`src/rtl/trap_sequencer_pkg.sv`:
```
// Shared definitions for the trap/return sequencer of the 3-stage pipeline.
//   trap_state_e        : sequencer FSM states (RUN accepts interrupts, COOL masks them)
//   CAUSE_M_EXT_INT     : mcause exception code for a machine external interrupt
//   MTVEC_MODE_VECTORED : mtvec[1:0] encoding for vectored interrupt dispatch
//   vector_offset()     : byte offset added to the mtvec base in vectored mode
package trap_sequencer_pkg;

  typedef enum logic {
    RUN  = 1'b0,
    COOL = 1'b1
  } trap_state_e;

  localparam int unsigned    CAUSE_M_EXT_INT     = 11;
  localparam logic [1:0]     MTVEC_MODE_VECTORED = 2'b01;

  // Vectored dispatch lands on base + 4*cause.
  function automatic int unsigned vector_offset(input int unsigned cause);
    return cause * 4;
  endfunction

endpackage

```
`src/rtl/trap_sequencer_sync_ff.sv`:
```
// Multi-flop bit synchroniser for asynchronous level inputs.
//   clk  : destination clock
//   rst  : synchronous active-high reset, clears every stage
//   din  : asynchronous input bit
//   dout : input as seen SYNC_STAGES clock edges later
module trap_sequencer_sync_ff #(
  parameter int SYNC_STAGES = 2
) (
  input  logic clk,
  input  logic rst,
  input  logic din,
  output logic dout
);

  logic [SYNC_STAGES-1:0] sync_q;

  always_ff @(posedge clk) begin
    if (rst) begin
      sync_q <= '0;
    end else begin
      sync_q <= {sync_q[SYNC_STAGES-2:0], din};
    end
  end

  assign dout = sync_q[SYNC_STAGES-1];

endmodule

```
`src/rtl/trap_sequencer.sv`:
```
// Interrupt-entry / mret-return sequencer for the F / E / M-W pipeline.
// Synchronises ext_int, arbitrates it against mret, and produces the fetch
// redirect, flush/squash strobes and CSR trap/return pulses.
//   clk, rst                     : clock, synchronous active-high reset
//   ext_int                      : asynchronous level external interrupt
//   mstatus_mie, mie_meie        : interrupt enables from the CSR file
//   mtvec, mepc                  : trap vector and return address CSRs
//   pc_f, pc_e, valid_e          : fetch/execute PCs and execute-valid
//   br_taken                     : branch resolved taken in execute
//   is_mret_m                    : mret in the M-W stage
//   trap_take/trap_epc/trap_cause: CSR trap-entry pulse and write data
//   ret_take                     : CSR mret pulse
//   redirect/redirect_pc         : fetch PC override
//   flush_d, squash_e            : F->E zero, E->M control zero
//   int_pending                  : synchronised ext_int
//   trap_count                   : saturating count of traps taken
module trap_sequencer
  import trap_sequencer_pkg::*;
#(
  parameter int WIDTH       = 32,
  parameter int SYNC_STAGES = 2,
  parameter int COOL_CYCLES = 2,
  parameter int CNT_W       = 16
) (
  input  logic             clk,
  input  logic             rst,
  input  logic             ext_int,
  input  logic             mstatus_mie,
  input  logic             mie_meie,
  input  logic [WIDTH-1:0] mtvec,
  input  logic [WIDTH-1:0] mepc,
  input  logic [WIDTH-1:0] pc_f,
  input  logic [WIDTH-1:0] pc_e,
  input  logic             valid_e,
  input  logic             br_taken,
  input  logic             is_mret_m,
  output logic             trap_take,
  output logic [WIDTH-1:0] trap_epc,
  output logic [WIDTH-1:0] trap_cause,
  output logic             ret_take,
  output logic             redirect,
  output logic [WIDTH-1:0] redirect_pc,
  output logic             flush_d,
  output logic             squash_e,
  output logic             int_pending,
  output logic [CNT_W-1:0] trap_count
);

  localparam int              CW        = $clog2(COOL_CYCLES + 1);
  localparam logic [CW-1:0]   COOL_LOAD = CW'(COOL_CYCLES);
  localparam logic [WIDTH-1:0] CAUSE_VAL =
    {1'b1, {(WIDTH-5){1'b0}}, 4'(CAUSE_M_EXT_INT)};
  localparam logic [WIDTH-1:0] VEC_OFF  = WIDTH'(vector_offset(CAUSE_M_EXT_INT));

  function automatic logic [CNT_W-1:0] sat_inc(input logic [CNT_W-1:0] v);
    return (&v) ? v : v + 1'b1;
  endfunction

  trap_state_e   state, state_nxt;
  logic [CW-1:0] cool_cnt, cool_cnt_nxt;
  logic          int_req;
  logic          ret_evt;
  logic          trap_evt;
  logic          kill_branch;
  logic [WIDTH-1:0] vec_base;

  trap_sequencer_sync_ff #(
    .SYNC_STAGES(SYNC_STAGES)
  ) u_sync (
    .clk (clk),
    .rst (rst),
    .din (ext_int),
    .dout(int_pending)
  );

  assign int_req  = int_pending & mstatus_mie & mie_meie & (state == RUN);
  // Events are suppressed while rst is held so nothing leaks into the CSRs.
  assign ret_evt  = is_mret_m & ~rst;
  assign trap_evt = int_req & ~is_mret_m & ~rst;
  // A taken branch in E always belongs to a live instruction; the trap
  // records its PC so the branch re-executes after mret.
  assign kill_branch = trap_evt & br_taken;
  assign vec_base    = {mtvec[WIDTH-1:2], 2'b00};

  // State register
  always_ff @(posedge clk) begin
    if (rst) begin
      state      <= RUN;
      cool_cnt   <= '0;
      trap_count <= '0;
    end else begin
      state    <= state_nxt;
      cool_cnt <= cool_cnt_nxt;
      if (trap_evt) begin
        trap_count <= sat_inc(trap_count);
      end
    end
  end

  // Next-state logic
  always_comb begin
    state_nxt    = state;
    cool_cnt_nxt = cool_cnt;
    if (ret_evt || trap_evt) begin
      state_nxt    = COOL;
      cool_cnt_nxt = COOL_LOAD;
    end else if (state == COOL) begin
      cool_cnt_nxt = cool_cnt - 1'b1;
      if (cool_cnt <= CW'(1)) begin
        state_nxt = RUN;
      end
    end
  end

  // Output logic
  always_comb begin
    trap_take   = 1'b0;
    ret_take    = 1'b0;
    redirect    = 1'b0;
    redirect_pc = '0;
    flush_d     = 1'b0;
    squash_e    = 1'b0;
    trap_epc    = '0;
    trap_cause  = '0;
    if (ret_evt) begin
      ret_take    = 1'b1;
      redirect    = 1'b1;
      redirect_pc = mepc;
      flush_d     = 1'b1;
      squash_e    = 1'b1;
    end else if (trap_evt) begin
      trap_take   = 1'b1;
      redirect    = 1'b1;
      flush_d     = 1'b1;
      squash_e    = 1'b1;
      trap_epc    = (valid_e || kill_branch) ? pc_e : pc_f;
      trap_cause  = CAUSE_VAL;
      redirect_pc = (mtvec[1:0] == MTVEC_MODE_VECTORED) ? vec_base + VEC_OFF : vec_base;
    end
  end

endmodule
```
`config.mk`:
```
export PLATFORM = sky130hd
export DESIGN_NAME = trap_sequencer
export DESIGN_NICKNAME = d
export VERILOG_FILES = /design/src/rtl/trap_sequencer_pkg.sv /design/src/rtl/trap_sequencer_sync_ff.sv /design/src/rtl/trap_sequencer.sv
export SDC_FILE = /design/constraint.sdc
export NUM_CORES = 1
export LEC_CHECK = 0
export ABC_AREA = 0
export BUFFER_PORTS_ARGS = -buffer_cell sky130_fd_sc_hd__buf_2
export CAP_MARGIN = 20
export CORE_AREA = 2 2 98 100
export CTS_CLUSTER_DIAMETER = 100
export CTS_CLUSTER_SIZE = 12
export DETAILED_ROUTE_END_ITERATION = 16
export DIE_AREA = 0 0 100 102
export HOLD_SLACK_MARGIN = 0.03
export PLACE_DENSITY_LB_ADDON = 0.12
export REMOVE_ABC_BUFFERS = 1
export SYNTH_ARGS = -nofsm -noshare
export SYNTH_HDL_FRONTEND = slang
export SYNTH_SLANG_ARGS = --single-unit
```
`constraint.sdc`:
```
create_clock -name clk -period 3 [get_ports clk]
set_input_delay 0.75 -clock clk [delete_from_list [all_inputs] [get_ports clk]]
set_output_delay 0.75 -clock clk [all_outputs]
set_load 0.01 [all_outputs]
```
-- After elaboration in Yosys (flattened, before gate mapping)
Cells that the tools add are included.
- flip-flop bits (word level): 21
- output and inout port bits: 118
- memories kept: 0
- bits in read-only memories: 0
- bits in latches: 0
- bits in writable memories: 0
- input bits: 136
- word-level logic and storage cells: 44
- multipliers: 0
- reductions and logical operators: 6
- magnitude comparators: 1
- bitwise operators: 11
- $add $sub $neg: 3
- mux-type cells: 17
- shift operators: 0
- equality and inequality tests: 1
- divide/modulo/power cells: 0
- operators with widths (operator ; count):
    2-to-1 mux 32 bit ; 8
    adder 32 x 6 -> 32 bit (second input constant) ; 1
    adder 16 x 1 -> 16 bit (second input constant) ; 1
    AND reduction 16 bit ; 1
    bitwise AND 1 bit ; 7
    2-to-1 mux 1 bit ; 7
    2-to-1 mux 2 bit ; 2
    NOT 1 bit ; 4
    equality test 2 x 1 -> 1 bit (second input constant) ; 1
    <= comparator 2 x 1 -> 1 bit (second input constant) ; 1
    logical OR 1 bit ; 2
    AND reduction 2 bit ; 1
    nonzero test 2 bit ; 1
    OR reduction 2 bit ; 1
    subtractor 2 x 1 -> 2 bit (second input constant) ; 1

-- Longest topological paths before layout
- depth in word-level cells: 10
- gate-level depth with buffers: 8
- mapped depth without buffers: 7

-- By module
From an unflattened synthesis, not the netlist that was laid out.
- cell total of the unflattened synthesis: 420
- area total of the unflattened synthesis: 2661.3 sq um
- by module, submodules not included (module ; cells each ; times used ; seq. area each (sq um) ; area an instance (sq um)):
    trap_sequencer ; 416 ; 1 ; 380.4 ; 2608.8
    trap_sequencer_sync_ff ; 4 ; 1 ; 40.0 ; 52.6

-- Worst setup path after synthesis
No wires, ideal clock.
- path kind: input port to output port
- from: in rst
- to: out trap_epc[10]
- cell stages on the path: 8
- setup slack: 34 ps
- data required time: 2250 ps
- arrival: 2216 ps
- cells stage by stage: nand4b_1 -> or3_1 -> buf_6 -> inv_1 -> a21o_1 -> buf_4 -> nand2_1 -> a21oi_1
- longest elaborated chain between the ends: 7
- elaborated cells on any way between the ends: 8
- classes of those cells: mux (3); bitwise (4); reduce/logical (1)
- ends and longest elaborated chain (item ; line ; RTL):
    start, declared ; trap_sequencer.sv:26 ; input logic rst,
    NOT 1 bit * ; trap_sequencer.sv:78, trap_sequencer.sv:79 ;
    bitwise AND 1 bit ; trap_sequencer.sv:79 ; assign trap_evt = int_req & ~is_mret_m & ~rst;
    bitwise AND 1 bit ; trap_sequencer.sv:82 ; assign kill_branch = trap_evt & br_taken;
    logical OR 1 bit ; trap_sequencer.sv:136 ; trap_epc = (valid_e || kill_branch) ? pc_e : pc_f;
    2-to-1 mux 32 bit ; trap_sequencer.sv:136 ;
    2-to-1 mux 32 bit ; trap_sequencer.sv:131 ; end else if (trap_evt) begin
    2-to-1 mux 32 bit * ; trap_sequencer.sv:125 ; if (ret_evt) begin
    end, declared ; trap_sequencer.sv:38 ; output logic [WIDTH-1:0] trap_epc,
Mark *: on every way between the ends. The rest lies on a longest branch, timed or not.

-- Final worst setup path
- from: in mtvec[7]
- to: out redirect_pc[23]
- longest elaborated chain between the ends: 4
- ends and longest elaborated chain (item ; line ; RTL):
    start, declared ; trap_sequencer.sv:30 ; input logic [WIDTH-1:0] mtvec,
    adder 32 x 6 -> 32 bit ; trap_sequencer.sv:138 ; redirect_pc = (mtvec[1:0] == MTVEC_MODE_VECTORED) ? vec_base + VEC_OFF : vec_base;
    2-to-1 mux 32 bit ; trap_sequencer.sv:138 ;
    2-to-1 mux 32 bit ; trap_sequencer.sv:131 ;
    2-to-1 mux 32 bit ; trap_sequencer.sv:125 ;
    end, declared ; trap_sequencer.sv:42 ; output logic [WIDTH-1:0] redirect_pc,
Every way passes these cells.

==> summary.md <==
| Metric | Value |
|---|---|
| Post-Synth Adder-Cell Area | under 10% |
| Final core occ | between 40 and 50% |
| Worst Hold Slack | about 440 ps |
| Syn Inst Count | 412 |
| Hold WC Path Type | register to register |
| Sequential fraction of the synthesis area | 15.63% |
| Worst Max-Slew Pin Slew | roughly 570 ps |
| Vias in the first global route | between 2000 and 3000 |
| Startpoint types | primary input |
| Core Area | roughly 0.0091 mm² |
| Simple-gate share of the synthesized area | 35.72% |
| Period utilization | a little over nine tenths |
| Post-CTS Hold Buffers | 0 |
| RSZ-0062 raised after global routing | yes |
| Fmax | approximately 340 MHz |
| Placed inst area | between 0.003 and 0.004 mm² |
| Overall power | roughly 790 µW |
| Die ar. | roughly 0.010 mm² |
| Maximum VDD drop | between 0.1 and 0.15 mV |
| FF-to-FF setup slack | approximately 900 ps |
| Design Area, Final | 0.004172 mm² |
| Mapped Avg Cell Area | about 6.5 µm² |
| Status | finished, final reports clean |
| CTS H-tree lvls | 1 |
| Worst setup EP type | primary output |
| HPWL after detailed placement | approximately 7900 µm |
| Avg Vias per Cell | about 4.7 |
| # clock sinks | 21 |
| Antenna-violating nets left | 0 |
| Initial antenna violation count | 0 |
| WL/cell | ~14 µm |
| DRT iter0 DRCs | 110 |
| DR pass1 iterations | 4 |
| CP Class | primary input to primary output |
| Data arrival, critical path | 2200 ps |
| Clock skew | 1.178 ps |
| Clock root buffer | clkbuf_8 |
| Leakage power | about 2.1 nW |
| Final hold vios | 0 |
| Diodes inserted | 0 |
| Starting Density | 29.53% |
| Final wirelength | around 11000 µm |
| Global-route wire length before repair | 14590 µm |
| Library cells used by synthesis | between 40 and 50 |
| Setup TNS Final | 0 ps |
| GP Congestion | just over 0.8 |
| Area growth from synthesis to layout | 55.07% |
| Critical path required time | 2250 ps |
| Setup Viol. Count Final | 0 |
| Top_reg_cell synth | dfxtp_1 |
| Clock Latency Late Sink | 260 ps |
| Worst Path Max Fanout | 6 |
| Slew HR | 61.57% |
| Clock transition at the registers of the reported paths | ~80 ps |
| Async S/R FF share, synth | 0% |
| Post-synthesis register bit count | 21 |
| Critical Path Sink | redirect_pc[23] |
| Layout net count | 780 |
| Port-buffer cells | roughly 230 |
| Residual DRC | 0 |
| XOR/XNOR Fraction of Synth Area | between 10% and 20% |
| Mapped cell area | ~0.0027 mm² |
| Largest family of logic cells by synthesized area | simple AND/OR/NAND/NOR gates |
| Final min period | around 2900 ps |
| CTS tree | yes |
| Cells on worst reg2reg path | 6 |
| Io pins | roughly 250 |
| Chip height | 102 µm |
| Chip width | 100 µm |
| CTS buffer count | 3 |
| Layout cells sized above 1 | 45.63% |
| MaxCap Viol Count | 0 |
| Final Max Tran Viols | 0 |
| Largest net degree at the start of global routing | 70 |
| YS warnings | 0 |
| Post-synth EDFFs | 0 |
| GRT overflow | 0 |
| RR Startpoint | u_sync.sync_q[1]$_SDFF_PP0_ |
| Vias | 3523 |
| Reg2reg end | trap_count[3]$_SDFFE_PP0P_ |
| Number of buffers on the longest clock path | 2 |
| Compound-Gate Fraction of Synth Area | about 17% |
| Multiplexer area fraction after synthesis | approximately 2.3% |
| PwrDens | about 190 mW/mm² |
| GR Util All Layers | ~17% |
| Row count | 35 |
| Critical path origin | mtvec[7] |
==> state kept, by name, indices dropped and copies added, names as in the netlist <==
signal         count
cool_cnt           2
trap_count        16
u_sync.sync_q      2
state              1
==> cells in the final DEF, fill, tap and decap left out, types with 2 or more instances in the layout <==
cell and count:
nand3_1 12, nand2_1 98, and3_1 3, nor4_2 5
nand2b_1 3, a21oi_2 6, nor4_1 7, mux2i_1 5
inv_1 8, nor3_4 2, nor2b_1 4, xor2_1 9
o21ai_1 2, nor3_2 4, xnor2_1 29, nand4_1 8
buf_4 20, a2111oi_2 2, nor2_1 19, o21ai_0 32
buf_2 224, conb_1 28, ha_1 3, dfxtp_1 21
a31oi_1 3, buf_6 3, nand2_2 5, clkbuf_16 3
nor3_1 5, clkbuf_8 3, buf_12 2, and2_1 3
a21oi_1 30, and4_1 4
==> metal layers <==
layer / global-route usage, % / wire [µm] / part of all wire, %
met1: 23.70 / 4456 / 42
met2: 28.64 / 5263 / 50
met3: 3.899 / 792 / 7.5
met4: 2.845 / 95 / 0.90
met5: 0 / 0 / 0
==> power by group <==
group / switching [mW] / leakage, nW / total [mW] / internal (mW)
clock: 0.0927 / 0.0228 / 0.187 / 0.0946
sequential: 0.00307 / 0.170 / 0.286 / 0.283
combinational: 0.165 / 1.95 / 0.319 / 0.154
total: 0.260 / 2.14 / 0.792 / 0.532
==> metrics by stage <==
stage                     std cells  setup WS, ps
final                           751         52.08
after global routing            751        -49.40
after CTS                       745        -16.18
after detailed placement        740        -85.03
after global placement          740        -19.20
after floorplan                 382         -2138
==> synthesized netlist by cell type (2+ instances only) <==
library cell | n | area, µm²
mux2i_1 | 5 | 50.05
buf_4 | 37 | 277.8
nor2_1 | 19 | 71.32
xnor2_1 | 29 | 254.0
and2_1 | 3 | 18.77
nor2b_1 | 6 | 37.54
nand3_1 | 12 | 60.06
a21oi_1 | 36 | 180.2
nor4_1 | 11 | 68.82
nor3_4 | 2 | 32.53
a2111oi_2 | 2 | 30.03
buf_6 | 3 | 33.78
xor2_1 | 9 | 78.83
ha_1 | 3 | 37.54
clkbuf_1 | 17 | 63.81
inv_1 | 9 | 33.78
nand2_1 | 103 | 386.6
a31oi_1 | 3 | 18.77
nor3_1 | 8 | 40.04
dfxtp_1 | 21 | 420.4
o21ai_0 | 33 | 165.2
o21a_1 | 2 | 15.01
nand4_1 | 8 | 50.05
nand2b_1 | 3 | 18.77
and3_1 | 3 | 18.77
and4_1 | 5 | 43.79
==> worst min-delay path by stage <==
| stage | from | end | cells after the start |
|---|---|---|---|
| after floorplan | u_sync.sync_q[0]$_SDFF_PP0_ | u_sync.sync_q[1]$_SDFF_PP0_ | 1 |
| after global placement | u_sync.sync_q[0]$_SDFF_PP0_ | u_sync.sync_q[1]$_SDFF_PP0_ | 1 |
| after detailed placement | u_sync.sync_q[0]$_SDFF_PP0_ | u_sync.sync_q[1]$_SDFF_PP0_ | 1 |
| after CTS | u_sync.sync_q[0]$_SDFF_PP0_ | u_sync.sync_q[1]$_SDFF_PP0_ | 1 |
| after global routing | u_sync.sync_q[0]$_SDFF_PP0_ | u_sync.sync_q[1]$_SDFF_PP0_ | 1 |
| final | u_sync.sync_q[0]$_SDFF_PP0_ | u_sync.sync_q[1]$_SDFF_PP0_ | 1 |
==> critical path: stages <==
cell and delay (ps):
buf_2 90, and4_2 310, nand4_2 240, buf_4 210
nor3_1 210, xnor2_1 150, o21ai_0 80, buf_2 160
==> repair_timing <==
item | in CTS | in global routing
pin swaps | 1 | 12
resized for setup | 6 | 27
buffers inserted | 0 | 2
gates cloned | 1 | 4
endpoints found under the setup margin | 62 | 49
==> layout make-up <==
cell class,count,area [µm²]
Sequential cell,21,420.4
Timing Repair Buffer,253,1448
Fill cell,997,4937
Clock buffer,4,45.04
Multi-Input combinational cell,353,2083
Inverter,9,36.28
Tap cell,111,138.9
==> kinds of logic after synthesis <==
family,after synthesis
flops,21
other cells,1
simple gates,194
compound gates,83
buf+inv,66
xor+xnor,38
mux,6
fa+ha+maj,3
Power figures use the tool's default switching activity.
